`src/rtl/ann_pkg.sv`:
```
// Shared types and sizing helpers for the ANN neuron fabric.
package ann_pkg;

    typedef enum logic [1:0] {
        IDLE,
        ACCUM,
        DONE
    } neuron_state_t;

    // Smallest k with 2**k >= n.
    function automatic int clog2(input int n);
        int r;
        r = 0;
        for (int unsigned i = 0; i < 31; i++) begin
            if ((1 << i) < n) r = int'(i) + 1;
        end
        return r;
    endfunction

    function automatic int acc_w(input int weight_w, input int connections);
        return weight_w + clog2(connections + 1) + 1;
    endfunction

    localparam int ACC_W_DEFAULT = acc_w(4, 8);

endpackage

```
`src/rtl/neuron_weight_rf.sv`:
```
// Per-neuron weight register file: one write port, LANES combinational read ports.
module neuron_weight_rf
    import ann_pkg::*;
#(
    parameter int CONNECTIONS = 8,
    parameter int LANES       = 2,
    parameter int WEIGHT_W    = 4,
    parameter int ADDR_W      = 3,
    parameter int IDX_W       = 5
) (
    input  logic                      clk,
    input  logic                      rst_n,
    input  logic                      we_i,
    input  logic [ADDR_W-1:0]         waddr_i,
    input  logic [WEIGHT_W-1:0]       wdata_i,
    input  logic [LANES*IDX_W-1:0]    rd_idx_i,
    output logic [LANES*WEIGHT_W-1:0] rd_data_o
);

    logic [WEIGHT_W-1:0] w_q [CONNECTIONS];

    // Addresses outside the array never match, so such writes fall away.
    always_ff @(posedge clk or negedge rst_n) begin
        if (!rst_n) begin
            for (int unsigned i = 0; i < CONNECTIONS; i++) begin
                w_q[i] <= WEIGHT_W'(1);
            end
        end else if (we_i) begin
            for (int unsigned i = 0; i < CONNECTIONS; i++) begin
                if (waddr_i == ADDR_W'(i)) w_q[i] <= wdata_i;
            end
        end
    end

    // Lane indices past the last connection read as zero weight.
    always_comb begin
        rd_data_o = '0;
        for (int unsigned l = 0; l < LANES; l++) begin
            for (int unsigned i = 0; i < CONNECTIONS; i++) begin
                if (rd_idx_i[l*IDX_W +: IDX_W] == IDX_W'(i)) begin
                    rd_data_o[l*WEIGHT_W +: WEIGHT_W] = w_q[i];
                end
            end
        end
    end

endmodule

```
`src/rtl/seq_threshold_neuron.sv`:
```
// Clocked weighted threshold neuron: serial LANES-wide accumulation, valid/ready in and out.
module seq_threshold_neuron
    import ann_pkg::*;
#(
    parameter int CONNECTIONS = 8,
    parameter int LANES       = 2,
    parameter int WEIGHT_W    = 4,
    parameter int THR_RESET   = CONNECTIONS / 2,
    parameter int INVERT      = 1,
    localparam int ACC_W      = acc_w(WEIGHT_W, CONNECTIONS),
    localparam int ADDR_W     = (clog2(CONNECTIONS) < 1) ? 1 : clog2(CONNECTIONS)
) (
    input  logic                   clk,
    input  logic                   rst_n,
    input  logic                   w_we,
    input  logic [ADDR_W-1:0]      w_addr,
    input  logic [WEIGHT_W-1:0]    w_data,
    input  logic                   thr_we,
    input  logic [ACC_W-1:0]       thr_data,
    input  logic                   in_valid,
    output logic                   in_ready,
    input  logic                   enable,
    input  logic [CONNECTIONS-1:0] in_vec,
    output logic                   out_valid,
    input  logic                   out_ready,
    output logic                   fire,
    output logic [ACC_W-1:0]       sum,
    output logic                   busy
);

    localparam int IDX_W    = clog2(CONNECTIONS + LANES) + 1;
    localparam int NSTEPS   = (CONNECTIONS + LANES - 1) / LANES;
    localparam int LAST_IDX = (NSTEPS - 1) * LANES;

    neuron_state_t state_q, state_d;

    logic [IDX_W-1:0]       idx_q, idx_d;
    logic signed [ACC_W-1:0] acc_q, acc_d;
    logic signed [ACC_W-1:0] sum_q, sum_d;
    logic signed [ACC_W-1:0] thr_q, thr_d;
    logic [CONNECTIONS-1:0] vec_q, vec_d;
    logic                   en_q, en_d;
    logic                   fire_q, fire_d;

    logic                      rf_we;
    logic [LANES*IDX_W-1:0]    rd_idx;
    logic [LANES*WEIGHT_W-1:0] rd_data;
    logic signed [ACC_W-1:0]   lane_sum;
    logic signed [ACC_W-1:0]   acc_next;
    logic                      raw;

    neuron_weight_rf #(
        .CONNECTIONS (CONNECTIONS),
        .LANES       (LANES),
        .WEIGHT_W    (WEIGHT_W),
        .ADDR_W      (ADDR_W),
        .IDX_W       (IDX_W)
    ) u_weight_rf (
        .clk       (clk),
        .rst_n     (rst_n),
        .we_i      (rf_we),
        .waddr_i   (w_addr),
        .wdata_i   (w_data),
        .rd_idx_i  (rd_idx),
        .rd_data_o (rd_data)
    );

    always_comb begin
        rd_idx   = '0;
        lane_sum = '0;
        for (int unsigned l = 0; l < LANES; l++) begin
            rd_idx[l*IDX_W +: IDX_W] = idx_q + IDX_W'(l);
            for (int unsigned i = 0; i < CONNECTIONS; i++) begin
                if (rd_idx[l*IDX_W +: IDX_W] == IDX_W'(i) && vec_q[i]) begin
                    lane_sum = lane_sum + ACC_W'($signed(rd_data[l*WEIGHT_W +: WEIGHT_W]));
                end
            end
        end
        acc_next = acc_q + lane_sum;
    end

    always_ff @(posedge clk or negedge rst_n) begin
        if (!rst_n) begin
            state_q <= IDLE;
        end else begin
            state_q <= state_d;
        end
    end

    // Config writes are only opened in IDLE; the RF write lands on the acceptance
    // edge, so a same-cycle write is already visible to the first ACCUM read.
    always_comb begin
        state_d = state_q;
        idx_d   = idx_q;
        acc_d   = acc_q;
        vec_d   = vec_q;
        en_d    = en_q;
        sum_d   = sum_q;
        fire_d  = fire_q;
        thr_d   = thr_q;
        rf_we   = 1'b0;
        raw     = 1'b0;
        case (state_q)
            IDLE: begin
                rf_we = w_we;
                if (thr_we) thr_d = thr_data;
                if (in_valid) begin
                    vec_d   = in_vec;
                    en_d    = enable;
                    acc_d   = '0;
                    idx_d   = '0;
                    state_d = ACCUM;
                end
            end
            ACCUM: begin
                acc_d = acc_next;
                idx_d = idx_q + IDX_W'(LANES);
                if (idx_q == IDX_W'(LAST_IDX)) begin
                    raw     = (acc_next >= thr_q);
                    sum_d   = acc_next;
                    fire_d  = en_q & ((INVERT != 0) ? ~raw : raw);
                    state_d = DONE;
                end
            end
            DONE: begin
                if (out_ready) state_d = IDLE;
            end
            default: state_d = IDLE;
        endcase
    end

    always_ff @(posedge clk or negedge rst_n) begin
        if (!rst_n) begin
            idx_q  <= '0;
            acc_q  <= '0;
            vec_q  <= '0;
            en_q   <= 1'b0;
            sum_q  <= '0;
            fire_q <= 1'b0;
            thr_q  <= ACC_W'(THR_RESET);
        end else begin
            idx_q  <= idx_d;
            acc_q  <= acc_d;
            vec_q  <= vec_d;
            en_q   <= en_d;
            sum_q  <= sum_d;
            fire_q <= fire_d;
            thr_q  <= thr_d;
        end
    end

    assign in_ready  = (state_q == IDLE);
    assign busy      = (state_q != IDLE);
    assign out_valid = (state_q == DONE);
    assign fire      = fire_q;
    assign sum       = sum_q;

endmodule

```
`config.mk`:
```
export PLATFORM = sky130hd
export DESIGN_NAME = seq_threshold_neuron
export DESIGN_NICKNAME = d
export VERILOG_FILES = /design/src/rtl/ann_pkg.sv /design/src/rtl/neuron_weight_rf.sv /design/src/rtl/seq_threshold_neuron.sv
export SDC_FILE = /design/constraint.sdc
export NUM_CORES = 1
export LEC_CHECK = 0
export CAP_MARGIN = 30
export CELL_PAD_IN_SITES_DETAIL_PLACEMENT = 1
export CELL_PAD_IN_SITES_GLOBAL_PLACEMENT = 1
export CORE_MARGIN = 8
export CORE_UTILIZATION = 50
export DETAILED_ROUTE_END_ITERATION = 8
export PLACE_DENSITY_LB_ADDON = 0.12
export RECOVER_POWER = 100
export REMOVE_ABC_BUFFERS = 1
export SLEW_MARGIN = 25
export SYNTH_ARGS = -nofsm -noshare
export SYNTH_HDL_FRONTEND = slang
export SYNTH_SLANG_ARGS = --single-unit
```
`constraint.sdc`:
```
create_clock -name clk -period 27.5 [get_ports clk]
set_input_delay 4.125 -clock clk [delete_from_list [all_inputs] [get_ports clk]]
set_output_delay 4.125 -clock clk [all_outputs]
set_load 0.03 [all_outputs]
```
## Yosys cells after proc, flatten, opt, wreduce, memory -nomap -nowiden

Cells that the tools add are included.

- Bits in registers: 76
- Bits in latches: 0
- Memory bits (writable): 0
- Bits in read-only memories: 0
- Logic and storage cells: 139
- Memories kept: 0

- Add/sub/neg operators: 18
- Multiply operators: 0
- Divide/modulo/power cells: 0
- $lt $le $gt $ge: 1
- Equal/unequal tests: 26
- Shift-type cells: 0
- Multiplexer cells: 41
- Bitwise logic cells: 2
- Reduce and logical (&&, ||, !) cells: 35

Operators with widths:

| cell | count |
|---|---|
| 9-bit two-way mux | 17 |
| 9-bit by 4-bit adder with 9-bit output | 15 |
| 4-bit two-way mux | 16 |
| 5-bit by 3-bit == test with 1-bit output (second input constant) | 8 |
| 2-bit AND reduction | 12 |
| 5-bit by 2-bit == test with 1-bit output (second input constant) | 4 |
| 9-bit one-hot mux with 2 select lines | 1 |
| 1-bit logical AND | 16 |
| 3-bit == test (second input constant) | 4 |
| 5-bit by 1-bit == test with 1-bit output (second input constant) | 2 |
| 5-bit logical NOT | 2 |
| 5-bit one-hot mux with 2 select lines | 1 |
| 9-bit adder | 1 |
| 9-bit greater-or-equal comparator | 1 |
| 3-bit by 2-bit == test with 1-bit output (second input constant) | 2 |
| 2-bit two-way mux | 3 |
| 2-bit one-hot mux with 3 select lines | 1 |
| 5-bit by 1-bit adder with 5-bit output (second input constant) | 1 |
| 5-bit by 2-bit adder with 5-bit output (second input constant) | 1 |
| 5-bit two-way mux | 1 |
| 2-bit != test (second input constant) | 2 |
| 2-bit nonzero test | 2 |
| 3-bit by 1-bit == test with 1-bit output (second input constant) | 1 |
| 3-bit logical NOT | 1 |
| other kinds (8) | 8 |

## Logic depth before layout (Yosys ltp)

- Depth in word-level cells: 44
- Depth in mapped cells: 58
- Mapped depth without buffers: 56

## Hierarchy

From an unflattened synthesis, not the netlist that was laid out.

- Cells, all modules: 821
- Area, all modules: 7435.9 um2

Modules (own cells, without submodules):

| module | instances | cells each | area each (um2) | sequential area each (um2) |
|---|---|---|---|---|
| seq_threshold_neuron | 1 | 660 | 5501.5 | 1077.3 |
| neuron_weight_rf | 1 | 161 | 1934.4 | 810.8 |

## Least setup slack after synthesis

No wires, ideal clock.

- Path kind: flip-flop to flip-flop
- From: register idx_q[1]
- To: register fire_q, in the netlist fire
- Data arrival time: 9.778 ns
- Required time: 27.404 ns
- Setup slack: 17.626 ns
- Stages on the path, launching flop included: 54
- Buffers on the path: 2
- Period minus slack after synthesis: 9.874 ns
- Path through: dfrtp_1 buf_6 nor4_2 nand2_1 buf_2 nor3_1 ha_1 fa_1 and2_1 or2_2 fa_1 nand2b_1 o31a_1 fa_1 a21o_2 inv_1 fa_1 nand2_1 [18 not listed] o21a_1 ha_1 a21oi_1 o21ai_0 xnor2_1 nor2_1 a21o_1 ha_1 o41a_1 xor2_1 xnor2_1 xnor2_1 xnor2_1 ha_1 nand2_1 a21oi_1 a21oi_1 o31ai_1

- Word-level cells in the longest chain between the ends: 44
- Elaborated cells between the ends (all ways): 85

RTL lines:

| item | line | RTL |
|---|---|---|
| from (decl) | seq_threshold_neuron.sv:37 | `logic [IDX_W-1:0] idx_q, idx_d;` |
| from (signal assigned) | seq_threshold_neuron.sv:142 | `idx_q <= idx_d;` |
| 5-bit logical NOT | neuron_weight_rf.sv:40, seq_threshold_neuron.sv:74 |  |
| 4-bit two-way mux (8 in a row) | neuron_weight_rf.sv:40 | `if (rd_idx_i[l*IDX_W +: IDX_W] == IDX_W'(i)) begin` |
| 9-bit two-way mux | seq_threshold_neuron.sv:74 | `if (rd_idx[l*IDX_W +: IDX_W] == IDX_W'(i) && vec_q[i]) begin` |
| 9-bit by 4-bit adder with 9-bit output | seq_threshold_neuron.sv:75 | `lane_sum = lane_sum + ACC_W'($signed(rd_data[l*WEIGHT_W +: WEIGHT_W]));` |
| 9-bit two-way mux | seq_threshold_neuron.sv:74 |  |
| 9-bit by 4-bit adder with 9-bit output | seq_threshold_neuron.sv:75 |  |
| 9-bit two-way mux | seq_threshold_neuron.sv:74 |  |
| 9-bit by 4-bit adder with 9-bit output | seq_threshold_neuron.sv:75 |  |
| [22 not listed] | - |  |
| 9-bit two-way mux | seq_threshold_neuron.sv:74 |  |
| 9-bit by 4-bit adder with 9-bit output | seq_threshold_neuron.sv:75 |  |
| 9-bit two-way mux * | seq_threshold_neuron.sv:74 |  |
| 9-bit adder * | seq_threshold_neuron.sv:79 | `acc_next = acc_q + lane_sum;` |
| via acc_next[8] | seq_threshold_neuron.sv:49 | `logic signed [ACC_W-1:0] acc_next;` |
| 9-bit greater-or-equal comparator * | seq_threshold_neuron.sv:119 | `raw = (acc_next >= thr_q);` |
| 1-bit inverter * | seq_threshold_neuron.sv:121 | `fire_d = en_q & ((INVERT != 0) ? ~raw : raw);` |
| 1-bit bitwise AND * | seq_threshold_neuron.sv:121 |  |
| to (signal assigned) | seq_threshold_neuron.sv:147 | `fire_q <= fire_d;` |
| to (decl) | seq_threshold_neuron.sv:43 | `logic fire_q, fire_d;` |

The timed path passes the listed nets; every way through them passes the cells marked *.
A chain may end at the register's enable or synchronous reset.

## Worst setup path after layout

Ends and elaborated chain as after synthesis.

==> flow_summary.toml <==
[status]
status = "complete, but fails checks"
violations = "max-capacitance violations, max-slew violations"

[hold_path]
hold_path_class = "reg2reg"

[die]
die_h_um = 134
pin_count = 44
start_util = 0.505
dieWidth_um = 134
dieArea_sq_um = 17900
placeableCoreArea_sq_um = 13700
std_cell_rows = 43

[clocking]
worstSkewPairLatency_ns = 0.34
cts_buffers = 9
cts.path.max_buffers = 2
clock_sinks = 75
htree_levels = 3
cts_tree = "built"
path_clk_slew_ns = 0.06
hold_buffers = 0
post_cts_buffers = 0
cts-resized-gates = 0
ctsRootBufferMaster = "clkbuf_16"

[placement]
dp_cells = 952
port_buffers = 43
gp_congestion = 0.893
post_dp_cell_area_sq_um = 7460
dp_hpwl_mm = 14.1

[logic_synthesis]
synth_area_leader_cell = "dfrtp_1"
synth_seq_area_share = 0.273
synth_top_area_share = 0.238
synth_edf_count = 0
syn_inst = 755
synthFlopType = "dfrtp_1"
synth.distinct_cells = 74
ys_seq_elements = 75
avgSynthCellArea_sq_um = 9.17
syn-cell-area_sq_um = 6930
async_reset_ff_frac = 1.00
ys_warn_count = 0
synthTopCellsByArea = "dfrtp_1, ha_1, mux2_2, a21o_1, nand2_1"

[setup_path]
critical-path-slowest-cell = "nor4_1"
slowest_delay_ns = 0.73
cp_data_arrival_time_ns = 12.37
crit_fanout = 21
path_class = "reg2reg"
worst_setup_path_end_kind = "register"
critPathLaunchType = "register"
required_ns = 27.73
crit_top_cell = "ha_1"

[timing]
fin_crit_ns = 12.14
tightest_slew_ns = 4.01
clock_skew_ns = 0.00786
fin_crit_sh = 0.441
hold_viol = 0
drv_slew = 76
fin_setup_tns_ns = 0
slew_headroom = -1.67
fmaxAchievable_ghz = 0.0824
grt_setup_unrepaired = "false"
setup_violations = 0

[cells_and_area]
syn2layout_area_growth_pct = 11.8
final_util = 0.564
final_layout_size_suffix_gt1_frac = 0.131
stdcell_area_sq_um = 7740
finalNonFillerCells = 969
diodes = 0
fin_nets = 897

[global_routing]
antenna_found_initial = 0
grt_start_max_net_pins = 76
grt_pass1_vias = 6327
grt_pass1_wl_mm = 31.6
grt_use_total = 0.215
grt-ovfl-total = 0

[detailed_routing]
drc_errors = 0
detail_route.first_pass.iterations = 4
vias = 5683
ant_nets = 0
routedWlPerCell_um = 19.2
vias_per_cell = 5.86
wl_mm = 18.6
drt_iter0_markers = 303

[flow_run]
maxCapViolations = 1
-- cells in the mapped netlist (3+ instances only) --
| cell | count |
|---|---|
| fa_1 | 8 |
| o22ai_1 | 4 |
| mux2_4 | 4 |
| dfrtp_1 | 66 |
| nor2b_1 | 9 |
| nand2b_1 | 9 |
| nand2_1 | 67 |
| nor3b_1 | 3 |
| a21oi_1 | 40 |
| o21ai_0 | 45 |
| mux4_2 | 3 |
| nor3_1 | 13 |
| o31ai_1 | 3 |
| nand4_1 | 4 |
| buf_2 | 3 |
| o2111ai_1 | 5 |
| a221oi_2 | 3 |
| and2_1 | 9 |
| nor2_1 | 40 |
| a21o_1 | 40 |
| o211ai_1 | 7 |
| o21a_1 | 7 |
| a211oi_1 | 6 |
| nand3b_1 | 4 |
| inv_1 | 47 |
| o21bai_1 | 6 |
| or3_1 | 7 |
| dfstp_2 | 9 |
| o221ai_1 | 3 |
| mux2_2 | 51 |
| nand3_1 | 24 |
| clkbuf_1 | 21 |
| and3_1 | 7 |
| or2_2 | 4 |
| ha_1 | 74 |
| xor2_1 | 22 |
| a31oi_1 | 3 |
| xnor2_1 | 27 |
-- per-stage QoR --
step | hold slack [ns] | setup slack (ns)
2_1_floorplan | 0.470 | 17.40
3_3_place_gp | 0.465 | 16.44
3_5_place_dp | 0.472 | 15.85
4_1_cts | 0.486 | 15.67
5_1_grt | 0.518 | 14.34
6_report | 0.476 | 15.36
-- cell families (layout without fill, tap and decap cells) --
| logic type | count (synthesis) | in the layout | share of synthesized area |
|---|---|---|---|
| buffers and inverters | 76 | 110 | 0.0450 |
| multiplexers | 63 | 63 | 0.109 |
| flip-flops | 75 | 75 | 0.273 |
| XOR/XNOR | 49 | 49 | 0.0620 |
| AND/OR/NAND/NOR | 215 | 215 | 0.160 |
| AO/OA/AOI/OAI | 195 | 195 | 0.195 |
| adder cells (fa/ha/maj) | 82 | 82 | 0.157 |
-- layer usage --
metal	vias up	track usage	routed length (um)
met4	0	0.0661	376
met5	-	0	0
li1	2770	-	-
met3	29	0.0316	459
met2	85	0.367	9020
met1	2799	0.273	8790
-- cells in the final DEF (no fill, tap or decap), drive strengths merged, types with 6 or more instances in the layout --
master	count
a211oi	7
a21o	43
a21oi	41
and2	11
and3	7
clkbuf	11
clkdlybuf4s50	25
dfrtp	66
dfstp	9
dlygate4sd3	17
fa	8
ha	74
inv	49
mux2	57
nand2	67
nand2b	9
nand3	24
nor2	41
nor2b	9
nor3	14
o211ai	7
o21a	7
o21ai	47
o21bai	6
or2	6
or3	7
xnor2	27
xor2	22
-- final timing paths --
kind | startpoint | endpoint | slack [ns] | cells past startpoint
max | idx_q[1]$_DFFE_PN0P_ | fire$_DFFE_PN0P_ | 15.36 | 54
min | sum[0]$_DFFE_PN0P_ | sum[0]$_DFFE_PN0P_ | 0.48 | 2
max reg2reg | idx_q[1]$_DFFE_PN0P_ | fire$_DFFE_PN0P_ | 15.36 | 54
min reg2reg | sum[0]$_DFFE_PN0P_ | sum[0]$_DFFE_PN0P_ | 0.48 | 2
max in group asynchronous | rst_n | thr_q[0]$_DFFE_PN0P_ | 20.07 | 1
min in group asynchronous | rst_n | u_weight_rf.w_q[23]$_DFFE_PN0P_ | 5.17 | 1
-- registers in the layout, indices dropped and copies added (netlist names) --
signal,flops
fire,1
en_q,1
acc_q,9
sum,9
u_weight_rf.w_q,32
state_q,2
idx_q,4
thr_q,9
vec_q,8
-- critical path: cells and delay by family, from the launching register on --
family | cells | cell delay, ns
fa+ha+maj | 10 | 3.21
compound gates | 16 | 3.18
xor+xnor | 8 | 1.22
buf+inv | 3 | 0.25
simple gates | 17 | 3.45
flops | 1 | 0.69
-- final cells by class --
| class | instances | area (sq um) |
|---|---|---|
| Fill cell | 1613 | 5980 |
| Clock inverter | 7 | 76.3 |
| Tap cell | 180 | 225 |
| Timing Repair Buffer | 46 | 443 |
| Inverter | 48 | 180 |
| Clock buffer | 9 | 225 |
| Sequential cell | 75 | 1890 |
| Multi-Input combinational cell | 604 | 4700 |
Power is left out: the tool's default activity adds up to more than one toggle a clock period on the data nets, which glitch-free logic cannot reach.
